### src/rtl/reset_sequencer_pkg.sv
// Shared types and default timing for the GM64 reset sequencer.
package gm64_reset_pkg;

    typedef enum logic [1:0] {
        S_WAIT,
        S_HOLD,
        S_REL,
        S_RUN
    } state_e;

    typedef enum logic [1:0] {
        CAUSE_NONE   = 2'b00,
        CAUSE_POWER  = 2'b01,
        CAUSE_BUTTON = 2'b10,
        CAUSE_PLL    = 2'b11
    } cause_e;

    // Defaults assume a 10 MHz system clock.
    localparam int HOLD_CYCLES_DEF     = 500_000;
    localparam int DEBOUNCE_CYCLES_DEF = 100_000;
    localparam int STAGE_GAP_DEF       = 16;
    localparam int NUM_STAGES_DEF      = 3;

endpackage

### src/rtl/reset_sequencer_if.sv
// Board-side status inputs and per-domain reset/status outputs of the sequencer.
interface reset_sequencer_if #(
    parameter int NUM_STAGES = 3
);
    import gm64_reset_pkg::*;

    logic                  fpga_start;
    logic                  pll_locked;
    logic                  fpga_but1;
    logic [NUM_STAGES-1:0] sys_reset;
    logic                  led;
    logic                  busy;
    cause_e                cause;

    modport master (
        input  fpga_start, pll_locked, fpga_but1,
        output sys_reset, led, busy, cause
    );

    modport slave (
        output fpga_start, pll_locked, fpga_but1,
        input  sys_reset, led, busy, cause
    );

endinterface

### src/rtl/reset_sequencer_button_debounce.sv
// Active-low button: 2-FF sync, stability counter, one-cycle press pulse on debounced 1->0.
module button_debounce
    import gm64_reset_pkg::*;
#(
    parameter int DEBOUNCE_CYCLES = DEBOUNCE_CYCLES_DEF
) (
    input  logic clk,
    input  logic reset_n,
    input  logic button,
    output logic pressed,
    output logic press
);
    localparam int CW = $clog2(DEBOUNCE_CYCLES + 1);

    logic [1:0]    sync;
    logic          level;
    logic [CW-1:0] cnt;

    // Sync chain resets to "released" so leaving reset never fakes a press.
    always_ff @(posedge clk or negedge reset_n) begin
        if (!reset_n) begin
            sync  <= 2'b11;
            level <= 1'b1;
            cnt   <= '0;
            press <= 1'b0;
        end else begin
            sync  <= {sync[0], button};
            press <= 1'b0;
            if (sync[1] == level) begin
                cnt <= '0;
            end else if (cnt == CW'(DEBOUNCE_CYCLES - 1)) begin
                level <= sync[1];
                cnt   <= '0;
                press <= level;
            end else begin
                cnt <= cnt + CW'(1);
            end
        end
    end

    assign pressed = ~level;

endmodule

### src/rtl/reset_sequencer.sv
// System reset controller: holds all domains in reset after an event, then releases them in order.
module reset_sequencer
    import gm64_reset_pkg::*;
#(
    parameter int HOLD_CYCLES     = HOLD_CYCLES_DEF,
    parameter int DEBOUNCE_CYCLES = DEBOUNCE_CYCLES_DEF,
    parameter int STAGE_GAP       = STAGE_GAP_DEF,
    parameter int NUM_STAGES      = NUM_STAGES_DEF
) (
    input  logic              clk,
    input  logic              reset_n,
    reset_sequencer_if.master bus
);
    localparam int HW = $clog2(HOLD_CYCLES + 1);
    localparam int GW = $clog2(STAGE_GAP + 1);
    localparam logic [NUM_STAGES-1:0] ALL_ON = '1;

    logic [1:0]            pll_sync;
    logic                  pll_ok;
    logic                  pressed;
    logic                  press;
    state_e                state, state_nxt;
    cause_e                cause, cause_nxt;
    logic [HW-1:0]         hold_cnt, hold_nxt;
    logic [GW-1:0]         gap_cnt, gap_nxt;
    logic [NUM_STAGES-1:0] sys_reset, sys_nxt;

    button_debounce #(.DEBOUNCE_CYCLES(DEBOUNCE_CYCLES)) u_debounce (
        .clk     (clk),
        .reset_n (reset_n),
        .button  (bus.fpga_but1),
        .pressed (pressed),
        .press   (press)
    );

    always_ff @(posedge clk or negedge reset_n) begin
        if (!reset_n) pll_sync <= 2'b00;
        else          pll_sync <= {pll_sync[0], bus.pll_locked};
    end
    assign pll_ok = pll_sync[1];

    always_ff @(posedge clk or negedge reset_n) begin
        if (!reset_n) begin
            state     <= S_WAIT;
            cause     <= CAUSE_NONE;
            hold_cnt  <= '0;
            gap_cnt   <= '0;
            sys_reset <= ALL_ON;
        end else begin
            state     <= state_nxt;
            cause     <= cause_nxt;
            hold_cnt  <= hold_nxt;
            gap_cnt   <= gap_nxt;
            sys_reset <= sys_nxt;
        end
    end

    always_comb begin
        state_nxt = state;
        cause_nxt = cause;
        hold_nxt  = hold_cnt;
        gap_nxt   = gap_cnt;
        sys_nxt   = sys_reset;

        // Stages release by shifting zeros in from bit 0, so order is fixed by construction.
        case (state)
            S_WAIT: begin
                sys_nxt  = ALL_ON;
                hold_nxt = '0;
                gap_nxt  = '0;
                if (bus.fpga_start && pll_ok) begin
                    state_nxt = S_HOLD;
                    if (cause != CAUSE_PLL) cause_nxt = CAUSE_POWER;
                end
            end
            S_HOLD: begin
                sys_nxt = ALL_ON;
                if (pressed) begin
                    hold_nxt = '0;
                end else if (hold_cnt == HW'(HOLD_CYCLES - 1)) begin
                    hold_nxt  = '0;
                    gap_nxt   = '0;
                    sys_nxt   = ALL_ON << 1;
                    state_nxt = (sys_nxt == '0) ? S_RUN : S_REL;
                end else begin
                    hold_nxt = hold_cnt + HW'(1);
                end
            end
            S_REL: begin
                if (gap_cnt == GW'(STAGE_GAP - 1)) begin
                    gap_nxt = '0;
                    sys_nxt = sys_reset << 1;
                    if (sys_nxt == '0) state_nxt = S_RUN;
                end else begin
                    gap_nxt = gap_cnt + GW'(1);
                end
            end
            S_RUN:   sys_nxt = '0;
            default: state_nxt = S_WAIT;
        endcase

        if (!pll_ok && state != S_WAIT) begin
            state_nxt = S_WAIT;
            cause_nxt = CAUSE_PLL;
            sys_nxt   = ALL_ON;
            hold_nxt  = '0;
            gap_nxt   = '0;
        end else if (!bus.fpga_start && state != S_WAIT) begin
            state_nxt = S_WAIT;
            sys_nxt   = ALL_ON;
            hold_nxt  = '0;
            gap_nxt   = '0;
        end else if (press && (state == S_REL || state == S_RUN)) begin
            state_nxt = S_HOLD;
            cause_nxt = CAUSE_BUTTON;
            sys_nxt   = ALL_ON;
            hold_nxt  = '0;
            gap_nxt   = '0;
        end else if (press && state == S_HOLD) begin
            cause_nxt = CAUSE_BUTTON;
            hold_nxt  = '0;
        end
    end

    assign bus.sys_reset = sys_reset;
    assign bus.led       = |sys_reset;
    assign bus.busy      = (state != S_RUN);
    assign bus.cause     = cause;

endmodule

### src/flat_wrapper.sv
// flat-port wrapper written by rule: the top's interface ports become plain ports
module reset_sequencer_flat import gm64_reset_pkg::*;
#(
    parameter int HOLD_CYCLES     = HOLD_CYCLES_DEF,
    parameter int DEBOUNCE_CYCLES = DEBOUNCE_CYCLES_DEF,
    parameter int STAGE_GAP       = STAGE_GAP_DEF,
    parameter int NUM_STAGES      = NUM_STAGES_DEF
)
  (clk, reset_n, bus_fpga_start, bus_pll_locked, bus_fpga_but1, bus_sys_reset, bus_led, bus_busy, bus_cause);
  reset_sequencer_if #(.NUM_STAGES(NUM_STAGES)) bus_i ();
  input  logic clk;
  input  logic reset_n;
  input wire logic [$bits(bus_i.fpga_start)-1:0] bus_fpga_start;
  input wire logic [$bits(bus_i.pll_locked)-1:0] bus_pll_locked;
  input wire logic [$bits(bus_i.fpga_but1)-1:0] bus_fpga_but1;
  output wire logic [$bits(bus_i.sys_reset)-1:0] bus_sys_reset;
  output wire logic [$bits(bus_i.led)-1:0] bus_led;
  output wire logic [$bits(bus_i.busy)-1:0] bus_busy;
  output wire logic [$bits(bus_i.cause)-1:0] bus_cause;
  assign bus_i.fpga_start = bus_fpga_start;
  assign bus_i.pll_locked = bus_pll_locked;
  assign bus_i.fpga_but1 = bus_fpga_but1;
  assign bus_sys_reset = bus_i.sys_reset;
  assign bus_led = bus_i.led;
  assign bus_busy = bus_i.busy;
  assign bus_cause = bus_i.cause;
  reset_sequencer #(.HOLD_CYCLES(HOLD_CYCLES), .DEBOUNCE_CYCLES(DEBOUNCE_CYCLES), .STAGE_GAP(STAGE_GAP), .NUM_STAGES(NUM_STAGES)) u_core (.clk(clk), .reset_n(reset_n), .bus(bus_i));
endmodule
### config.mk
export PLATFORM = sky130hd
export DESIGN_NAME = reset_sequencer_flat
export DESIGN_NICKNAME = d
export VERILOG_FILES = /design/src/rtl/reset_sequencer_pkg.sv /design/src/rtl/reset_sequencer_if.sv /design/src/rtl/reset_sequencer_button_debounce.sv /design/src/rtl/reset_sequencer.sv /design/src/flat_wrapper.sv
export SDC_FILE = /design/constraint.sdc
export NUM_CORES = 1
export LEC_CHECK = 0
export BUFFER_PORTS_ARGS = -buffer_cell sky130_fd_sc_hd__clkbuf_2
export CAP_MARGIN = 15
export CORE_MARGIN = 2
export CORE_UTILIZATION = 40
export DETAILED_ROUTE_END_ITERATION = 8
export PLACE_DENSITY = 0.65
export SYNTH_ARGS = -nofsm -noshare
export SYNTH_HDL_FRONTEND = slang
export SYNTH_HIERARCHICAL = 1
export SYNTH_SLANG_ARGS = --single-unit
### constraint.sdc
create_clock -name clk -period 4.31 [get_ports clk]
set_clock_uncertainty 0.15 [all_clocks]
set_input_delay 0.2155 -clock clk [delete_from_list [all_inputs] [get_ports clk]]
set_output_delay 0.2155 -clock clk [all_outputs]
set_load 0.02 [all_outputs]
# == Yosys cells after proc, flatten, opt, wreduce, memory -nomap -nowiden ==
# Cells that the tools add are included.
# classes
reduce_logical,17
shift,0
n_mul,0
div_mod_pow,0
n_lt_le_gt_ge,0
muxes,41
bitwise_logic,1
eq_ne,14
add_sub_neg,3
# op_table
cell,n
19-bit 2-to-1 mux,6
19-bit one-hot mux with 2 select lines,1
17-bit 2-to-1 mux,2
2-bit 2-to-1 mux,15
5-bit 2-to-1 mux,6
"19-bit by 1-bit adder with 19-bit output, second input constant",1
"19-bit equality test, second input constant",1
"17-bit by 1-bit adder with 17-bit output, second input constant",1
"17-bit equality test, second input constant",1
3-bit 2-to-1 mux,5
"5-bit by 2-bit != test with 1-bit output, second input constant",3
5-bit one-hot mux with 3 select lines,1
3-bit one-hot mux with 4 select lines,1
6-bit nonzero test,2
"5-bit by 1-bit != test with 1-bit output, second input constant",2
2-bit one-hot mux with 3 select lines,1
6-bit AND reduction,1
"5-bit by 1-bit adder with 5-bit output, second input constant",1
"5-bit by 4-bit equality test with 1-bit output, second input constant",1
1-bit logical AND,5
"2-bit equality test, second input constant",2
"2-bit != test, second input constant",2
3-bit logical NOT,1
1-bit 2-to-1 mux,3
other kinds (10),11
# word_totals
ram_bits,0
regBits,54
latch_bits,0
input_bits,5
output_inout_bits,7
mem_bits_ro,0
memories,0
wordCells,86

# == Depth between registers and ports, before layout ==
# Gate-level depths: netlist (run 1).
# depth
word_depth,8
mapped_depth,10
mapped_depth_nobuf,7

# == Cells and area by module ==
# The synthesis (run 1) kept the hierarchy.
# modules_own_cells
mod,seq_area_each_um2,area_per_inst_um2,instances,cells_each
reset_sequencer,829.5,1998.2,1,222
button_debounce,529.3,1011.0,1,95

# == Worst setup path before layout (run 1) ==
# Ideal clock, no wire load.
# synth_timing
path_type,reg2reg
start,register u_core.state[1]
end,register u_core.hold_cnt[17]
path_stages_with_launch,11
arrival_ns,2.110
setup_slack_ns,1.970
period_less_slack_ns,2.340
setup_ns,0.079
path_cell_list,dfrtp_1 > inv_1 > ha_1 > buf_4 > a21oi_2 > or4b_1 > buf_2 > a211oi_4 > buf_6 > nand4_1 > mux2i_1
# synth_via
elab_chain_len,6
# synth_lines
item,line,text
"start, declared",reset_sequencer.sv:22,"state_e state, state_nxt;"
"start signal, assigned",reset_sequencer.sv:50,state <= state_nxt;
"2-bit by 1-bit equality test with 1-bit output, or another cell as far along","reset_sequencer.sv:66, reset_sequencer.sv:119",
"19-bit one-hot mux with 2 select lines, or another cell as far along",reset_sequencer.sv:66,case (state)
19-bit 2-to-1 mux or 1-bit logical AND (tied branches),"reset_sequencer.sv:119, reset_sequencer.sv:113",
19-bit 2-to-1 mux,reset_sequencer.sv:113,end else if (press && (state == S_REL || state == S_RUN)) begin
19-bit 2-to-1 mux,reset_sequencer.sv:108,end else if (!bus.fpga_start && state != S_WAIT) begin
19-bit 2-to-1 mux,reset_sequencer.sv:102,if (!pll_ok && state != S_WAIT) begin
"end signal, assigned",reset_sequencer.sv:52,hold_cnt <= hold_nxt;
"end, declared",reset_sequencer.sv:24,"logic [HW-1:0] hold_cnt, hold_nxt;"
# Parallel ways exist; a longest one is shown, timed or not.
# A chain may end at the register's enable or synchronous reset.

# == Worst setup path in the final report (run 1) ==
# layout_timing
start,register u_core.state[1]
end,register u_core.hold_cnt[15]
# The elaborated chain is that of the path after synthesis.

==> results of run 1 <==
==> tightest hold or removal path, stage by stage <==
cell	delay, ps
clkbuf_2	160
a31oi_1	100
o22ai_1	100
==> cell type report <==
type | count | area share
Multi-Input combinational cell | 240 | 0.4741
Clock buffer | 5 | 0.02111
Timing Repair Buffer | 16 | 0.03071
Tap cell | 99 | 0.03800
Inverter | 9 | 0.01036
Sequential cell | 54 | 0.4169
Clock inverter | 3 | 0.008829
==> power by group through the flow <==
stage	Clock, mW	Combinational (mW)	Sequential (mW)
finish	0.297	0.325	0.573
global route	0.337	0.361	0.578
CTS	0.315	0.326	0.573
detailed placement	0	0.323	0.583
global placement	0	0.320	0.581
floorplan	0	0.230	0.585
==> synth_stat cells, drive strengths merged, types with 7 or more instances <==
cell type / n / area, um2
xor2: 9 / 78.83
inv: 9 / 33.78
ha: 8 / 100.1
a21oi: 21 / 120.1
nand2: 29 / 108.9
mux2i: 7 / 70.07
buf: 10 / 68.82
nand3: 22 / 115.1
o21ai: 20 / 100.1
nand4: 21 / 131.4
nor2: 30 / 112.6
dfrtp: 48 / 1201
==> stage by stage <==
stage	instances	instance area (um2)	hold WS, ps	worst slack (ps)
floorplan	317	3009	-230.1	1970
finish	426	3259	165.4	1285
detailed placement	415	3132	154.3	1365
CTS	426	3259	150.9	1338
global route	426	3259	164.3	1125
global placement	415	3132	153.1	1486
==> sequential cells by signal (all words and copies together) (netlist names) <==
register / cells
u_core/pll_sync: 2
u_core/u_debounce/press: 1
u_core/bus.sys_reset: 3
u_core/u_debounce/cnt: 17
u_core/gap_cnt: 5
u_core/bus.cause: 2
u_core/u_debounce/sync: 2
u_core/state: 2
u_core/u_debounce/level: 1
u_core/hold_cnt: 19
==> routing by layer <==
layer,vias to the layer above,part of all wire,GRT usage
li1,1174,-,-
met1,1144,0.50,0.2019
met2,29,0.47,0.2388
met3,2,0.028,0.03005
met4,0,0.0063,0.04744
met5,-,0,0
==> cell families after synthesis <==
logic type / share of synthesized area
and+or+nand+nor: 0.2586
AOI/OAI and AO/OA: 0.1430
DFF: 0.4516
buffers and inverters: 0.03908
xor gates and xnor gates: 0.04366
muxes: 0.03077
adders and majority gates: 0.03327
==> path summary, 6_finish.rpt <==
path	endpoint	cells after the start
max	u_core/hold_cnt[15]	7
min	u_core/bus.cause[0]	3
max reg2reg	u_core/hold_cnt[15]	7
min reg2reg	u_core/pll_sync[1]	0
max in group asynchronous	u_core/u_debounce/cnt[9]	3
min in group asynchronous	u_core/hold_cnt[8]	3
==> results.py, run 1 <==
metrics = {
    "routing": {
        "drt-total-wl_mm": 5.913,
        "final_antenna_net_count": 0,
        "drt_pass1_iterations": 4,
        "vias": 2349,
        "drc": 0,
        "drt_iter0_markers": 76,
        "wire_per_inst_um": 13.88,
        "viasPerCell": 5.514,
    },
    "final_layout": {
        "area_growth_pct": 8.316,
        "nFillCells": 723,
        "utilization": 0.4494,
        "layout_common_cells": "dfrtp_1, nor2_1, nand2_1",
        "regArea_um2": 1359,
        "nNetsFinal": 339,
        "diodes": 0,
        "multi_input_area_um2": 1545,
        "layout_commonest_cell": "dfrtp_1",
        "drive_gt1_frac": 0.1284,
    },
    "synth": {
        "syn_area_um2": 3009,
        "syn_inst": 317,
        "synthArstFlopShare": 1.000,
        "yosys_register_bits": 54,
        "synth_cell_type_count": 55,
        "yosys_warnings": 6,
        "synth_edf_count": 0,
        "synth_nets": 330,
        "syn_area_per_cell_um2": 9.493,
        "yosysSeqAreaShare": 0.4516,
        "synth_top_flop_cell": "dfrtp_1",
    },
    "clock_tree": {
        "hold_buffers": 3,
        "clockBufferDepth": 2,
        "root_buffer": "clkbuf_8",
        "cts_tree": "yes",
        "path_clk_slew_ps": 100,
        "cts_setup_buffers": 0,
        "cts-resized-gates": 0,
        "clk_latency_ps": 310,
        "cts.sinks": 54,
        "cts-buffers-inserted": 5,
        "htree_levels": 2,
    },
    "placed_design": {
        "routabilityCongestion": 0.8200,
        "dp_hpwl_mm": 4.077,
        "portBuffers": 11,
    },
    "job": {
        "maxCapViolations": 0,
    },
    "power": {
        "pwr-share-clk": 0.249,
        "p_leak_nw": 1.294,
        "p_sw_frac": 0.3528,
        "p_seq_frac": 0.480,
        "p_switching_mw": 0.4215,
        "power_mw": 1.195,
        "internal-power_mw": 0.7733,
        "pwr-share-comb": 0.272,
        "peakVddDrop_uv": 143.9,
        "p_per_area_nw_per_um2": 366.6,
    },
    "sta": {
        "setup_viol": 0,
        "tightest_slew_ps": 775.9,
        "finalCriticalPeriod_ps": 3025,
        "fmax_ghz": 0.3305,
        "setup-tns-final_ps": 0,
        "period_share": 0.7019,
        "rsz0062_at_grt": "no",
        "relSlewSlack": 0.4780,
        "hold_viol": 0,
        "report.final.slew_viol_count": 0,
    },
    "global_route": {
        "antenna_found_initial": 0,
        "globalRouteTotalUtil": 0.1488,
        "grt_pass1_wl_mm": 10.22,
        "grt_max_degree": 55,
        "grt_pass1_vias": 2192,
        "grt_overflow": 0,
    },
    "setup_path": {
        "worstPathArrival_ps": 3100,
        "crit_required_ps": 4390,
        "r2r_setup_slack_ps": 1280,
        "critical_path.startpoint": "u_core/state[1]",
        "start_kind": "flip-flop",
        "cp_common_cell": "a21oi_2",
        "r2r-start": "u_core/state[1]",
        "worstPathCellList": "inv_1 > ha_1 > a21oi_2 > or4b_1 > a21oi_2 > a21oi_1 > mux2i_1",
        "crit_type": "flip-flop to flip-flop",
        "critPathMaxStageDelay_ps": 650,
        "cp_slowest_cell": "or4b_1",
        "cpLargestDelayFamily": "compound AO/OA/AOI/OAI gates",
        "crit_buf_inv": 1,
        "end_kind": "flip-flop",
        "cp_max_fo": 14,
    },
    "worst_hold_path": {
        "holdCritPathClass": "input pin to flip-flop",
        "min_from": "bus_fpga_start",
    },
    "floorplan": {
        "coreArea_um2": 7253,
        "io_pins": 12,
        "dieArea_um2": 8233,
        "die_h_um": 90.74,
        "start_util": 0.4149,
        "rows": 31,
        "die_w_um": 90.74,
    },
    "outcome": {
        "status": "finished, final reports clean",
    },
}
(Power assumes the default switching activity.)
==> run 2: changes to the inputs <==
--- a/config.mk
+++ b/config.mk
@@ -5,6 +5,7 @@
 export SDC_FILE = /design/constraint.sdc
 export NUM_CORES = 1
 export LEC_CHECK = 0
+export ABC_AREA = 1
 export BUFFER_PORTS_ARGS = -buffer_cell sky130_fd_sc_hd__clkbuf_2
 export CAP_MARGIN = 15
 export CORE_MARGIN = 2
==> constraint.sdc (replaced) <==
create_clock -name clk -period 2.89 [get_ports clk]
set_clock_uncertainty 0.15 [all_clocks]
set_input_delay 0.1445 -clock clk [delete_from_list [all_inputs] [get_ports clk]]
set_output_delay 0.1445 -clock clk [all_outputs]
set_load 0.02 [all_outputs]
==> results.py, run 2 <==
metrics = {
    "outcome": {
        "status": "finished, final reports clean",
    },
    "global_route": {
        "antenna_found_initial": 0,
        "grt_pass1_wl_mm": 10.78,
        "grt_pass1_vias": 2463,
        "grt_overflow": 0,
        "globalRouteTotalUtil": 0.1528,
        "grt_max_degree": 55,
    },
    "power": {
        "p_per_area_nw_per_um2": 571.9,
        "pwr-share-comb": 0.310,
        "p_leak_nw": 1.583,
        "power_mw": 1.998,
        "p_seq_frac": 0.434,
        "p_switching_mw": 0.7476,
        "p_sw_frac": 0.3742,
        "pwr-share-clk": 0.257,
        "peakVddDrop_uv": 186.8,
        "internal-power_mw": 1.250,
    },
    "placed_design": {
        "routabilityCongestion": 0.8466,
        "dp_hpwl_mm": 4.475,
        "placed_area_um2": 3351,
        "portBuffers": 11,
        "pre_cts_ws_ps": 840.4,
    },
    "setup_path": {
        "crit_required_ps": 2930,
        "start_kind": "flip-flop",
        "crit_type": "flip-flop to flip-flop",
        "cp_max_fo": 17,
        "worstPathArrival_ps": 2110,
        "end_kind": "flip-flop",
    },
    "floorplan": {
        "coreArea_um2": 7727,
        "dieArea_um2": 8687,
        "io_pins": 12,
        "die_w_um": 93.21,
        "die_h_um": 93.21,
        "rows": 32,
        "start_util": 0.4119,
    },
    "synth": {
        "yosysTopAreaCell": "dfrtp_1",
        "synth_nets": 414,
        "synth_edf_count": 0,
        "syn_inst": 401,
        "ys_top_cells_by_area": "dfrtp_1, nand2_1, nor2_1",
        "synthArstFlopShare": 1.000,
        "synthTopCellsByCount": "nand2_1, nor2_1, dfrtp_1",
        "yosysSeqAreaShare": 0.4269,
        "synth_top_flop_cell": "dfrtp_1",
        "yosysMostFrequentCell": "nand2_1",
        "yosys_register_bits": 54,
        "syn_area_um2": 3183,
        "synth_top_area_frac": 0.3774,
        "synth_cell_type_count": 37,
        "syn_area_per_cell_um2": 7.938,
        "yosys_warnings": 6,
    },
    "final_layout": {
        "area_growth_pct": 9.748,
        "nNetsFinal": 434,
        "fin_area_um2": 3493,
        "nFillCells": 753,
        "diodes": 0,
        "largest_registers": "u_core/hold_cnt (19), u_core/u_debounce/cnt (17), u_core/gap_cnt (5)",
        "layout_commonest_cell": "nand2_1",
        "largest_reg_flops": 19,
        "top_register": "u_core/hold_cnt",
        "utilization": 0.4521,
        "drive_gt1_frac": 0.2109,
        "layout_common_cells": "nand2_1, nor2_1, dfrtp_1",
    },
    "routing": {
        "drc": 0,
        "drt-total-wl_mm": 6.005,
        "wire_per_inst_um": 11.46,
        "drt_iter0_markers": 111,
        "viasPerCell": 4.760,
        "final_antenna_net_count": 0,
        "drt_pass1_iterations": 4,
        "vias": 2494,
    },
    "sta": {
        "setup-tns-final_ps": 0,
        "fmax_ghz": 0.4811,
        "setup_viol": 0,
        "finalCriticalPeriod_ps": 2079,
        "relSlewSlack": 0.5510,
        "tightest_slew_ps": 673.5,
        "hold_viol": 0,
        "setup_ws_ps": 811.5,
        "rsz0062_at_grt": "no",
        "period_share": 0.7192,
        "report.final.slew_viol_count": 0,
    },
    "clock_tree": {
        "clockBufferDepth": 2,
        "root_buffer": "clkbuf_8",
        "clk_latency_ps": 310,
        "cts_tree": "yes",
        "htree_levels": 2,
        "cts-buffers-inserted": 5,
        "cts-resized-gates": 0,
        "path_clk_slew_ps": 110,
        "cts.sinks": 54,
    },
    "job": {
        "maxCapViolations": 0,
    },
    "worst_hold_path": {
        "holdCritPathClass": "input pin to flip-flop",
    },
}
[run 2: changes by cell type after synthesis, moves of 7 or more]
| cell | delta |
|---|---|
| nand2_1 | +58 |
| inv_1 | +30 |
| nor2_1 | +30 |
| nor2_2 | +17 |
| inv_2 | +15 |
| a21oi_1 | -11 |
| nand4_1 | -11 |
| nand2_2 | +9 |
| o21ai_1 | -9 |
| nand3_1 | +8 |
| mux2i_1 | -7 |
| nor2_4 | +7 |
[run 2: worst paths after layout]
| check | startpoint | to | slack, ps | depth (start not counted) |
|---|---|---|---|---|
| setup / recovery | u_core/state[0] | u_core/hold_cnt[9] | 810 | 8 |
| min in group asynchronous | reset_n | u_core/u_debounce/cnt[5] | 340 | 3 |
| hold reg to reg | u_core/pll_sync[0] | u_core/pll_sync[1] | 210 | 0 |
| hold / removal | bus_fpga_start | u_core/bus.cause[1] | 100 | 5 |
| setup reg to reg | u_core/state[0] | u_core/hold_cnt[9] | 810 | 8 |
| max in group asynchronous | reset_n | u_core/hold_cnt[13] | 1800 | 3 |
[run 2: cell families after synthesis]
logic type	Yosys count	share of synthesized area
xor+xnor	12	0.03538
buf+inv	56	0.07075
flops	54	0.4269
fa+ha+maj	8	0.03145
simple gates	241	0.3789
compound gates	30	0.05661
[run 2: timing repair]
| item | in CTS | in global routing |
|---|---|---|
| hold buffers | 3 | 0 |
| endpoints found under the hold margin | 50 | 0 |
| buffers inserted | 0 | 0 |
[run 2: final cells by class]
| cell class | count | area [um2] | share of cell area |
|---|---|---|---|
| multi-input combinational | 291 | 1599 | 0.4577 |
| sequential | 54 | 1359 | 0.3890 |
| inverter | 54 | 202.7 | 0.05802 |
| tap | 102 | 127.6 | 0.03653 |
| timing repair buffer | 15 | 92.59 | 0.02650 |
| clock buffer | 5 | 68.82 | 0.01970 |
| clock inverter | 3 | 43.79 | 0.01254 |
[run 2: stage by stage]
stage / cells / hold slack, ps
final: 524 / 97.75
after detailed placement: 513 / 84.58
after floorplan: 401 / -301.1
after global routing: 524 / 150.2
after CTS: 524 / 91.34
after global placement: 513 / 84.90
[run 2: worst max-delay path, cell delays in order, from the launching register on]
cell     delay (ps)
dfrtp_1         470
inv_1           110
ha_1            280
inv_2           130
nand2_4          90
nand3_4         210
nand2_1         140
nor3_1          260
a21oi_1         120
[run 2: power groups by stage]
stage	registers, mW	clock network (mW)	logic [mW]
after floorplan	0.891	0	0.491
after global placement	0.881	0	0.608
after detailed placement	0.882	0	0.615
after CTS	0.868	0.536	0.623
after global routing	0.875	0.559	0.702
final	0.867	0.513	0.618
[run 2: routing by layer]
layer  GRT usage  share of wire
met5           0              0
met4     0.05392         0.0098
met3     0.02981          0.024
met2      0.2548           0.47
met1      0.1984           0.50
==> run 3: changes to the inputs <==
==> constraint.sdc (replaced) <==
create_clock -name clk -period 2.03 [get_ports clk]
set_clock_uncertainty 0.15 [all_clocks]
set_input_delay 0.1015 -clock clk [delete_from_list [all_inputs] [get_ports clk]]
set_output_delay 0.1015 -clock clk [all_outputs]
set_load 0.02 [all_outputs]
==> results.py, run 3 (synthesis results as in run 2) <==
metrics = {
    "sta": {
        "hold_viol": 0,
        "period_share": 0.9415,
        "finalCriticalPeriod_ps": 1911,
        "setup_ws_ps": 118.9,
        "relSlewSlack": 0.6428,
        "setup-tns-final_ps": 0,
        "tightest_slew_ps": 535.8,
        "report.final.slew_viol_count": 0,
        "whs_ps": 47.74,
        "fmax_ghz": 0.5232,
        "setup_viol": 0,
    },
    "routing": {
        "drt-total-wl_mm": 6.213,
        "drt_iter0_markers": 142,
        "drt_pass1_iterations": 5,
        "final_antenna_net_count": 0,
        "drc": 0,
        "wire_per_inst_um": 11.66,
        "viasPerCell": 4.769,
        "vias": 2542,
    },
    "final_layout": {
        "largest_registers": "u_core/hold_cnt (19), u_core/u_debounce/cnt (17), u_core/gap_cnt (5)",
        "top_register": "u_core/hold_cnt",
        "layout.cells.non_filler": 533,
        "nNetsFinal": 443,
        "drive_gt1_frac": 0.2390,
        "largest_reg_flops": 19,
        "layout_commonest_cell": "nand2_1",
        "area_growth_pct": 12.93,
        "diodes": 0,
        "layout_common_cells": "nand2_1, nor2_1, dfrtp_1",
    },
    "worst_hold_path": {
        "holdCritPathClass": "input pin to flip-flop",
    },
    "floorplan": {
        "dieArea_um2": 8687,
        "die_h_um": 93.21,
        "rows": 32,
        "coreArea_um2": 7727,
        "start_util": 0.4119,
        "die_w_um": 93.21,
        "io_pins": 12,
    },
    "global_route": {
        "antenna_found_initial": 0,
        "grt_pass1_wl_mm": 10.99,
        "globalRouteTotalUtil": 0.1554,
        "grt_overflow": 0,
        "grt_pass1_vias": 2490,
        "grt_max_degree": 23,
    },
    "setup_path": {
        "worstPathArrival_ps": 1960,
        "start_kind": "flip-flop",
        "crit_type": "flip-flop to flip-flop",
        "crit_required_ps": 2080,
        "cp_max_fo": 8,
        "end_kind": "flip-flop",
    },
    "outcome": {
        "status": "finished, final reports clean",
    },
    "clock_tree": {
        "cts-buffers-inserted": 5,
        "cts_tree": "yes",
        "root_buffer": "clkbuf_8",
        "cts.sinks": 54,
        "clk_latency_ps": 310,
        "clockBufferDepth": 2,
        "path_clk_slew_ps": 100,
        "htree_levels": 2,
    },
    "placed_design": {
        "numPlacedInstances": 518,
        "pre_cts_ws_ps": 45.49,
        "routabilityCongestion": 0.8904,
        "portBuffers": 11,
        "dp_hpwl_mm": 4.555,
    },
    "power": {
        "p_leak_nw": 1.617,
        "peakVddDrop_uv": 353.3,
        "p_sw_frac": 0.3885,
        "p_per_area_nw_per_um2": 820.0,
        "internal-power_mw": 1.802,
        "p_seq_frac": 0.416,
        "pwr-share-comb": 0.374,
        "p_switching_mw": 1.145,
        "pwr-share-clk": 0.210,
    },
    "job": {
        "maxCapViolations": 0,
    },
}
run 3: cell type report:
type	count	area, um2
fillers	741	4133
clock buffers	7	86.33
multi-input cells	292	1658
flip-flops and latches	54	1360
repair buffers	23	152.6
clock inverters	1	5.005
well taps	102	127.6
inverters	54	205.2
run 3: per-layer routing:
metal,up-vias,track usage,share of wire
li1,1325,-,-
met1,1164,0.2093,0.51
met2,47,0.2615,0.45
met3,6,0.02901,0.031
met4,0,0.03431,0.0077
met5,-,0,0
run 3: worst paths after layout:
kind	slack (ps)	from	cells after the start	end
max	120	u_core/state[1]	8	u_core/hold_cnt[6]
min	50	bus_fpga_start	5	u_core/bus.cause[1]
max in group asynchronous	910	reset_n	3	u_core/hold_cnt[14]
min in group asynchronous	150	reset_n	2	u_core/u_debounce/cnt[13]
min reg2reg	210	u_core/pll_sync[0]	0	u_core/pll_sync[1]
max reg2reg	120	u_core/state[1]	8	u_core/hold_cnt[6]
run 3: repair_timing:
| action | CTS | global route |
|---|---|---|
| endpoints found under the setup margin | 0 | 22 |
| hold buffers | 3 | 0 |
| hold endpoints to repair | 22 | 0 |
| resized for setup | 0 | 12 |
| setup buffers | 0 | 3 |
run 3: power groups by stage:
| stage | clock network [mW] | registers, mW | logic [mW] |
|---|---|---|---|
| finish | 0.620 | 1.23 | 1.10 |
| detailed placement | 0 | 1.24 | 0.941 |
| global route | 0.705 | 1.24 | 1.21 |
| global placement | 0 | 1.24 | 0.920 |
| floorplan | 0 | 1.27 | 0.699 |
| CTS | 0.648 | 1.22 | 0.949 |
run 3: worst max-delay path: stages (launching register included):
cell	delay [ps]
dfrtp_2	440
inv_2	100
ha_1	220
o21ai_2	260
nand3_4	180
buf_4	180
nand2_1	60
xor2_1	170
nor2_2	50
run 3: metrics by stage:
stage	utilization	area [um2]	total power, mW
after floorplan	-	3183	1.967
after global placement	0.4385	3388	2.157
after detailed placement	0.4385	3388	2.183
after CTS	0.4542	3510	2.819
after global routing	0.4652	3595	3.155
final	0.4652	3595	2.948
